==> src/rtl/seq_mult16_if.sv <==
// Request/result bundle between the controlling logic and seq_mult16.
interface seq_mult16_if;
    logic        start;
    logic [15:0] a;
    logic [15:0] b;
    logic [31:0] product;
    logic        busy;
    logic        done;

    // Controller side: issues requests, observes status and result.
    modport master (
        output start, a, b,
        input  product, busy, done
    );

    // Multiplier side.
    modport slave (
        input  start, a, b,
        output product, busy, done
    );
endinterface

==> src/rtl/seq_mult16.sv <==
// seq_mult16: 16x16 unsigned shift-and-add multiplier, one partial product
// per cycle through a 16-bit carry-lookahead adder (four 4-bit lookahead
// blocks, carry rippled between blocks). 16 RUN cycles, one DONE cycle.
module seq_mult16 (
    input  logic          clk,
    input  logic          rst,
    seq_mult16_if.slave   bus
);
    typedef enum logic [1:0] {IDLE, RUN, DONE} state_t;

    state_t      state, state_nxt;
    logic [15:0] m;
    logic [31:0] p;
    logic [3:0]  cnt;
    logic [31:0] p_nxt;
    logic [15:0] sum;
    logic        cout;

    // Group propagate/generate are not needed by the multiplier.
    logic [3:0]  unused_grp_p;
    logic [3:0]  unused_grp_g;

    cla16 u_add (
        .a     (p[31:16]),
        .b     (m),
        .cin   (1'b0),
        .sum   (sum),
        .cout  (cout),
        .grp_p (unused_grp_p),
        .grp_g (unused_grp_g)
    );

    // Shift-add step: carry-out lands in P[31], so nothing is lost.
    always_comb begin
        p_nxt = {1'b0, p[31:16], p[15:1]};
        if (p[0])
            p_nxt = {cout, sum, p[15:1]};
    end

    // State register.
    always_ff @(posedge clk or posedge rst) begin
        if (rst)
            state <= IDLE;
        else
            state <= state_nxt;
    end

    // Next-state decode; start is only looked at in IDLE.
    always_comb begin
        state_nxt = state;
        case (state)
            IDLE:    if (bus.start) state_nxt = RUN;
            RUN:     if (cnt == 4'd15) state_nxt = DONE;
            DONE:    state_nxt = IDLE;
            default: state_nxt = IDLE;
        endcase
    end

    // Datapath: capture operands on accept, iterate in RUN, publish on last step.
    always_ff @(posedge clk or posedge rst) begin
        if (rst) begin
            m           <= '0;
            p           <= '0;
            cnt         <= '0;
            bus.product <= '0;
        end else begin
            case (state)
                IDLE: begin
                    if (bus.start) begin
                        m   <= bus.a;
                        p   <= {16'h0000, bus.b};
                        cnt <= '0;
                    end
                end
                RUN: begin
                    p   <= p_nxt;
                    cnt <= cnt + 4'd1;
                    if (cnt == 4'd15)
                        bus.product <= p_nxt;
                end
                default: ;
            endcase
        end
    end

    assign bus.busy = (state == RUN);
    assign bus.done = (state == DONE);
endmodule

// 16-bit adder: four lookahead blocks, carry rippled block to block.
module cla16 (
    input  logic [15:0] a,
    input  logic [15:0] b,
    input  logic        cin,
    output logic [15:0] sum,
    output logic        cout,
    output logic [3:0]  grp_p,
    output logic [3:0]  grp_g
);
    logic [4:0] c;

    assign c[0] = cin;

    for (genvar i = 0; i < 4; i++) begin : g_blk
        cla4 u_blk (
            .a     (a[4*i +: 4]),
            .b     (b[4*i +: 4]),
            .cin   (c[i]),
            .sum   (sum[4*i +: 4]),
            .cout  (c[i+1]),
            .grp_p (grp_p[i]),
            .grp_g (grp_g[i])
        );
    end

    assign cout = c[4];
endmodule

// 4-bit carry-lookahead block.
module cla4 (
    input  logic [3:0] a,
    input  logic [3:0] b,
    input  logic       cin,
    output logic [3:0] sum,
    output logic       cout,
    output logic       grp_p,
    output logic       grp_g
);
    logic [3:0] g, pr;
    logic [3:0] c;

    assign g  = a & b;
    assign pr = a ^ b;

    assign c[0] = cin;
    assign c[1] = g[0] | (pr[0] & cin);
    assign c[2] = g[1] | (pr[1] & g[0]) | (pr[1] & pr[0] & cin);
    assign c[3] = g[2] | (pr[2] & g[1]) | (pr[2] & pr[1] & g[0])
                | (pr[2] & pr[1] & pr[0] & cin);

    assign grp_p = &pr;
    assign grp_g = g[3] | (pr[3] & g[2]) | (pr[3] & pr[2] & g[1])
                 | (pr[3] & pr[2] & pr[1] & g[0]);
    assign cout  = grp_g | (grp_p & cin);
    assign sum   = pr ^ c;
endmodule
==> src/flat_wrapper.sv <==
// flat-port wrapper written by rule: the top's interface ports become plain ports
module seq_mult16_flat 
  (clk, rst, bus_start, bus_a, bus_b, bus_product, bus_busy, bus_done);
  seq_mult16_if bus_i ();
  input  logic clk;
  input  logic rst;
  input wire logic [$bits(bus_i.start)-1:0] bus_start;
  input wire logic [$bits(bus_i.a)-1:0] bus_a;
  input wire logic [$bits(bus_i.b)-1:0] bus_b;
  output wire logic [$bits(bus_i.product)-1:0] bus_product;
  output wire logic [$bits(bus_i.busy)-1:0] bus_busy;
  output wire logic [$bits(bus_i.done)-1:0] bus_done;
  assign bus_i.start = bus_start;
  assign bus_i.a = bus_a;
  assign bus_i.b = bus_b;
  assign bus_product = bus_i.product;
  assign bus_busy = bus_i.busy;
  assign bus_done = bus_i.done;
  seq_mult16 u_core (.clk(clk), .rst(rst), .bus(bus_i));
endmodule
==> config.mk <==
export PLATFORM = sky130hd
export DESIGN_NAME = seq_mult16_flat
export DESIGN_NICKNAME = d
export VERILOG_FILES = /design/src/rtl/seq_mult16_if.sv /design/src/rtl/seq_mult16.sv /design/src/flat_wrapper.sv
export SDC_FILE = /design/constraint.sdc
export NUM_CORES = 1
export LEC_CHECK = 0
export ABC_AREA = 0
export BUFFER_PORTS_ARGS = -buffer_cell sky130_fd_sc_hd__clkbuf_2
export CAP_MARGIN = 5
export CORE_MARGIN = 1
export CORE_UTILIZATION = 45
export CTS_CLUSTER_SIZE = 12
export DETAILED_ROUTE_END_ITERATION = 7
export PLACE_DENSITY = 0.66
export SLEW_MARGIN = 20
export SYNTH_ARGS = -nofsm -noshare
export SYNTH_HDL_FRONTEND = slang
export SYNTH_SLANG_ARGS = --single-unit
==> constraint.sdc <==
create_clock -name clk -period 3.05 [get_ports clk]
set_clock_uncertainty 0.15 [all_clocks]
set_input_delay 0.1525 -clock clk [delete_from_list [all_inputs] [get_ports clk]]
set_output_delay 0.1525 -clock clk [all_outputs]
set_load 0.02 [all_outputs]
==> metrics.md <==
| Metric | Value |
|---|---|
| Iteration count of the initial detailed-routing pass | 5 |
| Area Overhead vs Synth | 25.2% |
| Clock network fraction of total power | 0.181 |
| Area leader, netlist | dfrtp_1 |
| I/O pin count | 69 |
| Via count of the first global-routing pass | roughly 3,500 |
| Worst slack at placement | 0.206 ns |
| Distinct cell type count of the synthesized netlist | 45 |
| Post-Synthesis Mean Instance Area | roughly 10 um^2 |
| Crit path DAT | 2.87 ns |
| Clock-pin slew on the worst setup and hold paths | ~0.08 ns |
| Gp weighted congestion | 0.882 |
| RSZ-0062 raised after global routing | no |
| Syn Std Cell Area | ~4200 um^2 |
| Area share of the leading cell type in the synthesized netlist | 0.506 |
| Iteration-0 DRC Markers | around 150 |
| Final Setup Violations | 0 |
| Antenna Violating Nets Remaining | 0 |
| CTS tree | built |
| Skew-Pair Late Insertion Delay | roughly 0.36 ns |
| Area share of xor/xnor cells in the synthesized design | 0.0124 |
| Global router's overall resource usage | 0.221 |
| Largest family of logic cells by synthesized area | compound AO/OA/AOI/OAI gates |
| Die Height | 99.2 um |
| Flop pwr share | 0.367 |
| Required time reported for the critical path endpoint | roughly 3.1 ns |
| Final hold slack | around 0.051 ns |
| Via density per instance | 5.38 |
| Outcome | complete, no violations |
| Kind of critical path | flop to flop |
| Core Rows | 35 |
| Post-Synthesis Cells | 435 |
| Drt wl/cell | approximately 15 um |
| Worst Min Path Start | bus_b[15] |
| Final Slew Violations | 0 |
| Fraction of the mapped netlist area in adder cells | 0.0689 |
| Transition time at the pin with the least slew margin | 0.880 ns |
| Post-route cell area | around 5300 um^2 |
| Critical path's slowest cell | dfrtp_1 |
| Proportion of synthesized flip-flops having asynchronous set or reset | 1.00 |
| Number of max-cap violations | 0 |
| Fraction of power consumed by combinational cells | 0.452 |
| Internal power contribution | roughly 3.3 mW |
| CP max FO | 4 |
| Critical Path Max Stage Delay | between 0.4 and 0.5 ns |
| Timing-limited maximum frequency | roughly 0.36 GHz |
| Sequential-to-total area share from yosys stat | 0.506 |
| Width of the die | 99.2 um |
| Largest net degree at the start of global routing | 31 |
| Mux contribution to synthesized area | 0.0465 |
| Share of total power consumed by net switching | 0.399 |
| Fraction of the mapped netlist area in compound gates | 0.182 |
| Count of inserted antenna diode cells | 0 |
| Post-Syn Nets | approximately 500 |
| Multi-input gate area | ~2000 um^2 |
| Total clock buffers created by CTS | 9 |
| DRC viols | 0 |
| Total Die Area | ~10000 um^2 |
| Area taken by flip-flops and latches | 2150 um^2 |
| H-tree depth reported by CTS | 3 |
| Routed vias | ~3,500 |
| Starting density of the core | 0.462 |
| Root buf cell | clkbuf_8 |
| Total grt overflow | 0 |
| Final Hold Vio Count | 0 |
| Floorplan core area | between 9000 and 10,000 um^2 |
| Number of enable flip-flop cells after synthesis | 0 |
| Final HPWL from detailed placement | between 6000 and 7000 um |
| Filler cell count in the final layout | slightly above 800 |
| Critical Path Start | u_core.p[19] |
| Leakage | 2.52 nW |
| Hold Path Class | input pin to flop |
| Sum of routed wire length over all layers | 9950 um |
| Power Density | 1030 nW/um^2 |
| Port buffer count | just under 70 |
| Global-route wire length before repair | between 15,000 and 20,000 um |
| Post-place instance area | approximately 4700 um^2 |
| Bufs on Longest Clock Path | 2 |
| Crit Reg-Reg Startpoint | u_core.p[19] |
| Switching power summed over all nets | ~2.2 mW |
| Overall power | approximately 5.5 mW |
| Fin worst setup slack | between 0.2 and 0.3 ns |
| Final Net Count | 591 |
| Chain of cells forming the critical path | ha_4, and3_1, nand3_2, a21oi_1, o21ai_0, nor2b_1, fa_1, xor2_1, nor2_1, a21oi_1, o21ai_0 |
| CP endpoint kind | flop |
| Number of antenna violations at the first check in global routing | 0 |
| Dominant register cell in the synthesized netlist | dfrtp_1 |
| Worst ir drop on vdd | 430 uV |
| Critical Path Source Type | flop |
| Total of warnings raised by yosys | 0 |
| Clock period minus final worst setup slack | 2.80 ns |
| Synth Area in Simple Gates | 0.149 |
| Most instantiated cells after synthesis | dfrtp_1 (86), nand2_1 (86), o21ai_0 (59) |
| Share of post-route cells with drive strength above 1 | 0.226 |
| Setup TNS after final layout | 0 ns |
| Final clock period utilization by the worst path | 0.917 |
| Worst slew slack as a fraction of its limit | 0.413 |
| Synthesized flop and latch total | 86 |
| Total clock sinks | 86 |
| Top post-synthesis cells by area | dfrtp_1 (51%), nand2_1 (7.6%), o21ai_0 (6.9%), ha_1 (5.0%), mux2_2 (3.7%) |
## stage by stage
stage,instances,utilization
global placement,601,0.512
global route,651,0.579
CTS,649,0.574
finish,651,0.579
detailed placement,601,0.512
floorplan,435,-
## final timing paths
kind | slack, ns | endpoint | cells past startpoint
worst max-delay path | 0.25 | u_core.p[24] | 11
worst min-delay path | 0.05 | u_core.p[15] | 4
worst max register to register | 0.25 | u_core.p[24] | 11
worst min register to register | 0.33 | u_core.bus.product[9] | 2
max in group asynchronous | 1.78 | u_core.p[1] | 4
min in group asynchronous | 0.19 | u_core.bus.product[3] | 3
## layer usage
layer	track usage	wire, um
met1	0.296	4600
met2	0.361	4720
met3	0.0387	430
met4	0.0882	194
met5	0	0
## layout make-up
type / instances / share of cell area
Clock buffer: 13 / 0.0299
Clock inverter: 3 / 0.0169
Inverter: 13 / 0.00941
Multi-Input combinational cell: 313 / 0.372
Sequential cell: 86 / 0.404
Tap cell: 111 / 0.0261
Timing Repair Buffer: 112 / 0.141
## cell usage in the layout, fill, tap and decap left out, types with 3 or more instances in the layout
cell	n
nand2_1	86
dfrtp_1	86
clkbuf_2	68
o21ai_0	59
dlygate4sd3_1	32
a21oi_1	29
nor2b_1	19
a22oi_1	15
ha_1	15
mux2_2	14
nor2_1	12
buf_4	12
clkbuf_8	11
inv_1	9
nand3_1	5
or3_1	4
mux2i_1	4
fa_1	4
o21a_1	3
a21o_1	3
xor2_1	3
xnor2_1	3
bufinv_16	3
## timing repair
item / 4_1_cts / 5_1_grt
endpoints found under the hold margin: 59 / 0
hold buffers: 32 / 0
setup buffers: 0 / 2
gates resized for setup: 0 / 3
setup endpoints to repair: 0 / 5
## sequential cells by signal (all words and copies together), names as in the netlist
register,count
u_core.cnt,4
u_core.m,16
u_core.state,2
u_core.bus.product,32
u_core.p,32
## power groups by stage
| stage | clock network (mW) | registers [mW] | logic (mW) |
|---|---|---|---|
| after floorplan | 0 | 2.08 | 1.65 |
| after global routing | 1.05 | 2.08 | 2.84 |
| after detailed placement | 0 | 2.02 | 2.37 |
| after CTS | 1.01 | 2.00 | 2.42 |
| final | 0.996 | 2.02 | 2.48 |
| after global placement | 0 | 1.99 | 2.31 |
## worst max-delay path: cells and delay by family, from the launching register on
family	cells	cell delay [ns]
flip-flops	1	0.44
XOR/XNOR	1	0.13
AND/OR/NAND/NOR	4	0.51
AO/OA/AOI/OAI	4	0.70
adder cells (fa/ha/maj)	2	0.73
## cell families after synthesis
family | count (synthesis)
buffers and inverters | 36
DFF | 86
AOI/OAI and AO/OA | 128
muxes | 18
and+or+nand+nor | 140
xor gates and xnor gates | 6
adders and majority gates | 21
Note: power is estimated with default switching activity, not from simulation.
